==> src/rtl/core_frame_receiver_pkg.sv <==
// Shared definitions for the per-core instruction-frame receiver: FSM encoding
// and default frame geometry, matching the scheduler's range defaults.
package core_frame_receiver_pkg;

  localparam int DEF_INSN_BUS_WIDTH = 32;
  localparam int DEF_INSN_LOAD_TIME = 8;
  localparam int DEF_CNT_WIDTH      = 3;
  localparam int DEF_REG_WIDTH      = 8;

  typedef enum logic [1:0] {
    ST_IDLE = 2'd0,
    ST_LOAD = 2'd1,
    ST_ARM  = 2'd2,
    ST_EXEC = 2'd3
  } frame_state_t;

  // Ready is asserted while the core can still take frame parts.
  function automatic logic state_is_ready(input frame_state_t st);
    return (st == ST_IDLE) || (st == ST_LOAD);
  endfunction

endpackage

==> src/rtl/core_frame_receiver_insn_buf.sv <==
// Local instruction buffer: one write port, one registered read port.
// A read of the address written in the same cycle returns the previous word.
module core_insn_buf #(
  parameter int DEPTH = 8,
  parameter int WIDTH = 32,
  parameter int AW    = 3
) (
  input  logic             clk,
  input  logic             reset,
  input  logic             we,
  input  logic [AW-1:0]    waddr,
  input  logic [WIDTH-1:0] wdata,
  input  logic [AW-1:0]    raddr,
  output logic [WIDTH-1:0] rdata
);

  logic [WIDTH-1:0] mem [DEPTH];
  logic [WIDTH-1:0] rdata_reg;

  // Storage carries no reset so it maps onto plain RAM.
  always_ff @(posedge clk) begin
    if (we) begin
      mem[waddr] <= wdata;
    end
  end

  always_ff @(posedge clk or posedge reset) begin
    if (reset) begin
      rdata_reg <= '0;
    end else begin
      rdata_reg <= mem[raddr];
    end
  end

  assign rdata = rdata_reg;

endmodule

==> src/rtl/core_frame_receiver.sv <==
// Per-core receiver of scheduler instruction frames: buffers frame parts, arms
// execution and drives Ready. Optional index checking under CORE_FRAME_CHECK_EN.
module core_frame_receiver
  import core_frame_receiver_pkg::*;
#(
  parameter int INSN_BUS_WIDTH = DEF_INSN_BUS_WIDTH,
  parameter int INSN_LOAD_TIME = DEF_INSN_LOAD_TIME,
  parameter int CNT_WIDTH      = DEF_CNT_WIDTH,
  parameter int REG_WIDTH      = DEF_REG_WIDTH
) (
  input  logic                      clk,
  input  logic                      reset,
  input  logic                      Start,
  input  logic [CNT_WIDTH-1:0]      Insn_Load_Counter,
  input  logic [INSN_BUS_WIDTH-1:0] Insn_Data,
  input  logic                      Init_R0_En,
  input  logic [REG_WIDTH-1:0]      Init_R0_Val,
  output logic                      Ready,
  output logic                      exec_go,
  output logic                      r0_we,
  output logic [REG_WIDTH-1:0]      r0_wdata,
  input  logic                      exec_done,
  input  logic [CNT_WIDTH-1:0]      fetch_addr,
  output logic [INSN_BUS_WIDTH-1:0] fetch_insn,
  output logic                      load_err
);

  frame_state_t state_reg, state_next;
  logic         ready_reg, ready_next;
  logic         accept;
  logic         last_part;

  always_ff @(posedge clk or posedge reset) begin
    if (reset) begin
      state_reg <= ST_IDLE;
      ready_reg <= 1'b1;
    end else begin
      state_reg <= state_next;
      ready_reg <= ready_next;
    end
  end

  // A single-part frame completes on any Start regardless of the index.
  always_comb begin
    accept    = Start && state_is_ready(state_reg);
    last_part = (INSN_LOAD_TIME == 1) ||
                (Insn_Load_Counter == CNT_WIDTH'(INSN_LOAD_TIME - 1));
  end

  // Ready is derived from the next state so it drops on the final-part edge.
  always_comb begin
    state_next = state_reg;
    case (state_reg)
      ST_IDLE: if (Start) state_next = last_part ? ST_ARM : ST_LOAD;
      ST_LOAD: if (Start && last_part) state_next = ST_ARM;
      ST_ARM:  state_next = ST_EXEC;
      ST_EXEC: if (exec_done) state_next = ST_IDLE;
      default: state_next = ST_IDLE;
    endcase
    ready_next = state_is_ready(state_next);
  end

  always_comb begin
    exec_go  = 1'b0;
    r0_we    = 1'b0;
    r0_wdata = '0;
    if (state_reg == ST_ARM) begin
      exec_go  = 1'b1;
      r0_we    = Init_R0_En;
      r0_wdata = Init_R0_Val;
    end
  end

  assign Ready = ready_reg;

  core_insn_buf #(
    .DEPTH (INSN_LOAD_TIME),
    .WIDTH (INSN_BUS_WIDTH),
    .AW    (CNT_WIDTH)
  ) u_insn_buf (
    .clk   (clk),
    .reset (reset),
    .we    (accept),
    .waddr (Insn_Load_Counter),
    .wdata (Insn_Data),
    .raddr (fetch_addr),
    .rdata (fetch_insn)
  );

`ifdef CORE_FRAME_CHECK_EN
  logic [CNT_WIDTH-1:0] exp_idx_reg;
  logic                 load_err_reg;
  logic                 idx_bad;
  logic                 late_start;

  always_comb begin
    idx_bad    = accept && (Insn_Load_Counter != exp_idx_reg);
    late_start = Start && ((state_reg == ST_ARM) || (state_reg == ST_EXEC));
  end

  always_ff @(posedge clk or posedge reset) begin
    if (reset) begin
      exp_idx_reg  <= '0;
      load_err_reg <= 1'b0;
    end else begin
      if ((state_next == ST_IDLE) && (state_reg != ST_IDLE)) begin
        exp_idx_reg <= '0;
      end else if (accept) begin
        exp_idx_reg <= exp_idx_reg + CNT_WIDTH'(1);
      end
      if (idx_bad || late_start) begin
        load_err_reg <= 1'b1;
      end
    end
  end

  assign load_err = load_err_reg;
`else
  assign load_err = 1'b0;
`endif

endmodule

==> config.mk <==
export PLATFORM = sky130hd
export DESIGN_NAME = core_frame_receiver
export DESIGN_NICKNAME = d
export VERILOG_FILES = /design/src/rtl/core_frame_receiver_pkg.sv /design/src/rtl/core_frame_receiver_insn_buf.sv /design/src/rtl/core_frame_receiver.sv
export SDC_FILE = /design/constraint.sdc
export NUM_CORES = 1
export LEC_CHECK = 0
export CORE_MARGIN = 3
export CORE_UTILIZATION = 29
export DETAILED_ROUTE_END_ITERATION = 8
export PLACE_DENSITY = 0.5
export RECOVER_POWER = 100
export SLEW_MARGIN = 10
export SYNTH_ARGS = -nofsm -noshare
export SYNTH_HDL_FRONTEND = slang
export SYNTH_SLANG_ARGS = --single-unit
==> constraint.sdc <==
create_clock -name clk -period 6.7 [get_ports clk]
set_clock_uncertainty 0.15 [all_clocks]
set_input_delay 1.34 -clock clk [delete_from_list [all_inputs] [get_ports clk]]
set_output_delay 1.34 -clock clk [all_outputs]
set_load 0.03 [all_outputs]
Word-level counts from Yosys, hierarchy flattened
Memories as Yosys holds them, arrays and structs flattened. A register that Yosys moved wholly into a read port is not among the register bits.
Cells that the tools add are included.
{"block": "word_totals", "reg_bits": 3, "mem_bits_rw": 256, "inputBits": 51, "n_memories": 1}
{"block": "classes", "n_eq_ne": 5, "mux": 10, "reduce_logical": 6}
{"memory": "u_insn_buf.mem", "words": 8, "word_bits": 32, "rd": 1, "rd_clocked_by_memory_dff": 1, "write_ports": 1, "line_no": "core_frame_receiver_insn_buf.sv:17", "rtl": "logic [WIDTH-1:0] mem [DEPTH];"}
{"cell": "$mux 2", "n": 4}
{"cell": "$mux 8", "n": 1}
{"cell": "$pmux 2 s4", "n": 1}
{"cell": "$eq 2x1->1 const B", "n": 2}
{"cell": "$eq 2x2->1 const B", "n": 2}
{"cell": "$logic_not 2->1", "n": 2}
{"cell": "$mux 1", "n": 4}
{"cell": "$eq 3x3->1 const B", "n": 1}
{"cell": "$logic_and 1x1->1", "n": 2}
{"cell": "$logic_or 1x1->1", "n": 2}

Logic depth before layout (Yosys ltp)
{"block": "logic_depth", "depth_word": 6, "depth_mapped": 4, "mapped_depth_nobuf": 2}

By module
From an unflattened synthesis, not the netlist that was laid out.
{"block": "hier_totals", "cells_unflattened": 440, "hier_area_um2": 10839.1}
{"module": "core_insn_buf", "n_inst": 1, "cells_per_inst": 416, "area_each_um2": 10630.2}
{"module": "core_frame_receiver", "n_inst": 1, "cells_per_inst": 24, "area_each_um2": 209.0}

Least setup slack after synthesis
Ideal clock, no wire load.
{"block": "synth_timing", "kind": "input port to flip-flop", "from": "in Insn_Load_Counter[0]", "to": "mem u_insn_buf.mem[3][0] (enable)", "arrival_time_ps": 4809, "required_time_ps": 6036, "path_slack_ps": 1227, "path_stages": 2, "n_path_buf": 0, "path_cell_list": "nand2_1 nor4b_1"}
{"element": "from (decl)", "line_no": "core_frame_receiver.sv:14", "rtl": "input logic [CNT_WIDTH-1:0] Insn_Load_Counter,"}
{"element": "to (decl)", "line_no": "core_frame_receiver_insn_buf.sv:17"}
No word-level cell before the write port.

==> results.md <==
* Outcome: finished, violations left
* Failing checks: capacitance limit, slew limit
* Placed cells at 989
* Post-Place Worst Slack at ~2.6 ns
* WP buf/inv at 2
* Synthesis-stage register bit count at 291
* CTS H-tree lvls at 1
* R2R Setup Slk at roughly 3.3 ns
* Fin Setup TNS at 0 ns
* Die area at 39800 um2
* Number of flip-flops in the largest register at around 260
* Initial antenna violation count at 5
* Via count at 4739
* Hold Violations, Final at 0
* Floorplan die height at 199 um
* Clock root buffer master: clkbuf_16
* Setup ws final at 1.74 ns
* Routed len/inst at between 20 and 25 um
* Yosys Warn Count at 0
* I/O Buffers at between 90 and 100
* Static Leak at 4.47 nW
* Netlist cell types at 27
* Fin. max-slew vios at 330
* Nature of the critical path startpoint: input port
* PnR Total Power at 4.16 mW
* Sw Pwr at around 0.83 mW
* Internal at between 3 and 4 mW
* Crit end category: register
* Net Sw Frac at 20.0%
* Power Density at 310 nW/um2
* Worst slew margin at -111%
* CTS tree: done
* TritonCTS buffer count at 31
* Worst-Margin Slew at between 3 and 4 ns
* Latest clock arrival within the worst-skew pair at 0.54 ns
* Vias per cell at 4.52
* Critical path's top delay family: buffers and inverters
* Clock Sink Count at about 290
* Final Non-Filler Cells at about 1000
* Worst EP required at ~7 ns
* DRC violations left at 0
* WHS Path Cells at 2
* Largest net degree at the start of global routing at between 60 and 70
* Area grow syn2layout at 23.6%
* PostCTS Resize Cnt at 0
* # hold bufs at CTS at 0
* MaxCap Viol Count at 10
* M1 wire length at approximately 9.6 mm
* Syn Inst Count at between 400 and 500
* Grt ovf at 0
* Logic gate share of total power at 6.1%
* Rows at 70
* Number of buffers inserted by post-CTS setup repair at 0
* Reg2reg start: state_reg[1]
* Final-report setup violation count at 0
* Worst vdd ir at roughly 0.00017 V
* Post-synthesis area per instance at 24.8 um2
* Reg power frac at 49.2%
* Vias in the first global route at 5210
* Critical Path Slowest Stage Cell: clkbuf_1
* First-pass GRT wire length at 33.1 mm
* Initial core utilization at 29.6%
* Reg2Reg Depth at 2
* Die width at between 150 and 200 um
* Design Area, Final at 13400 um2
* Largest cells by area after synthesis: edfxtp_1, mux4_1, dfrtp_1
* Crit Path Class: in2reg
* DRT antenna net count at 0
* Area leader, netlist: edfxtp_1
* Post-route minimum period at 4.96 ns
* RSZ-0062 raised after global routing: no
* Metal3 WL at 1.13 mm
* Area after DPL at 12300 um2
* CP startpoint: fetch_addr[0]
* Max incr delay on CP at between 2 and 2.5 ns
* Clock Tree Buf Depth at 3
* Met2 WL at between 10 and 15 mm
* Arrival time worst endpoint at 5.23 ns
* Seq/Total Area, Yosys at around 79%
* I/O pin count at 95
* Max FO, Critical Path at 38
* Clock power frac at 44.6%
* Placed wire-length estimate at between 10 and 15 mm
* Core footprint at 36700 um2
* Reg2Reg Capture Point: u_insn_buf.mem[3][10]
* Nets@finish at 605
* Hold Crit Class: reg2reg
* WP depth at 4
* GRT Util Overall at 11.4%
* CTS clock-pin slew for the worst setup and hold paths at about 0.06 ns
* DRT iter0 DRCs at approximately 230
* Initial DRT Pass Iterations at 4
* Crit share post-route at 74.1%
* Max Used Layer: met5
* Post-synth top area share at 70.9%
* Final WL at about 23 mm
* GPL Wtd Cong at roughly 0.64
* Fmax at just over 200 MHz
* Layout cells sized above 1 at around a fifth
* Syn Nets at 489
* CP cell instances: clkbuf_1 > buf_4 > mux4_1 > mux2_1
* Area of the mapped netlist at around 11000 um2
## synth_stat cells
master,n
nor2b_1,1
mux4_1,40
a21bo_2,2
nor4_1,2
edfxtp_1,256
nor3_1,3
buf_1,3
inv_1,1
o21ba_2,1
nand3b_1,1
nand2b_1,2
nand4_1,1
and2_1,9
mux4_2,24
buf_2,6
conb_1,1
nor4b_1,1
dfrtp_1,34
buf_4,1
o21a_1,1
buf_6,7
o21ai_0,1
dfstp_2,1
mux2_2,32
clkbuf_1,4
nand2_1,1
nor2_1,2
## area by class of cell
cell class	count	area, um2
fillers	3303	23300
inverters	1	3.75
diodes	2	5.00
multi-input cells	125	2140
repair buffers	104	966
clock inverters	20	314
clock buffers	37	828
flip-flops and latches	291	8560
well taps	468	586
## worst register-to-register path: stages, from the launching register on
cell and delay [ns]:
dfrtp_1 0.47, nor4b_1 0.41, clkbuf_1 1.93
## routing by layer
layer / global-route usage [%] / vias to the layer above
met5: 0 / -
met4: 2.89 / 2
met3: 2.43 / 38
met2: 20.2 / 112
met1: 14.2 / 2488
li1: - / 2099
## how the worst max path moves through the flow
stage	endpoint	slack, ns
finish	u_insn_buf.rdata[11]	1.74
global route	u_insn_buf.rdata[11]	1.38
CTS	r0_wdata[3]	2.60
detailed placement	r0_wdata[3]	2.61
global placement	r0_wdata[7]	2.61
floorplan	u_insn_buf.mem[3][0]	1.23
## kinds of logic (layout without fill, tap and decap cells)
group	count (synthesis)	after routing	share of synthesized area, %
compound gates	5	5	0.392
buf+inv	22	162	1.35
flops	291	291	79.0
mux	96	96	18.0
other cells	1	3	0.0346
simple gates	23	23	1.26
## cell usage in the layout, fill, tap and decap left out
| master | n |
|---|---|
| o21ai_0 | 1 |
| nand3b_1 | 1 |
| buf_4 | 3 |
| nor3_1 | 3 |
| nand2b_1 | 2 |
| clkinvlp_4 | 5 |
| clkdlybuf4s50_1 | 11 |
| mux4_1 | 40 |
| clkinv_1 | 3 |
| clkinv_4 | 1 |
| and2_1 | 9 |
| diode_2 | 2 |
| bufinv_16 | 8 |
| edfxtp_1 | 256 |
| clkbuf_8 | 3 |
| nor2_4 | 1 |
| buf_2 | 1 |
| dlygate4sd3_1 | 79 |
| dfrtp_1 | 34 |
| o21ba_2 | 1 |
| conb_1 | 1 |
| dfstp_2 | 1 |
| a21bo_2 | 2 |
| clkbuf_1 | 13 |
| nor2_1 | 1 |
| clkinv_2 | 4 |
| nor4b_1 | 1 |
| nor2b_1 | 1 |
| nand2_1 | 1 |
| mux2_1 | 2 |
| nor4_1 | 2 |
| o21a_1 | 1 |
| clkbuf_16 | 31 |
| mux4_2 | 24 |
| nand4_1 | 1 |
| mux2_2 | 30 |
## per-stage QoR
step | util, % | hold WS [ns]
after detailed placement | 33.6 | 0.481
after global placement | 33.6 | 0.462
after floorplan | - | 0.435
after global routing | 36.5 | 0.536
final | 36.5 | 0.485
after CTS | 36.7 | 0.493
## power groups by stage
stage	sequential [mW]	clock, mW	combinational [mW]
2_1_floorplan	2.12	0	0.112
3_3_place_gp	2.09	0	0.271
3_5_place_dp	2.09	0	0.276
4_1_cts	2.05	1.91	0.277
5_1_grt	2.05	1.99	0.275
6_report	2.05	1.86	0.255
Power figures use the tool's default switching activity.
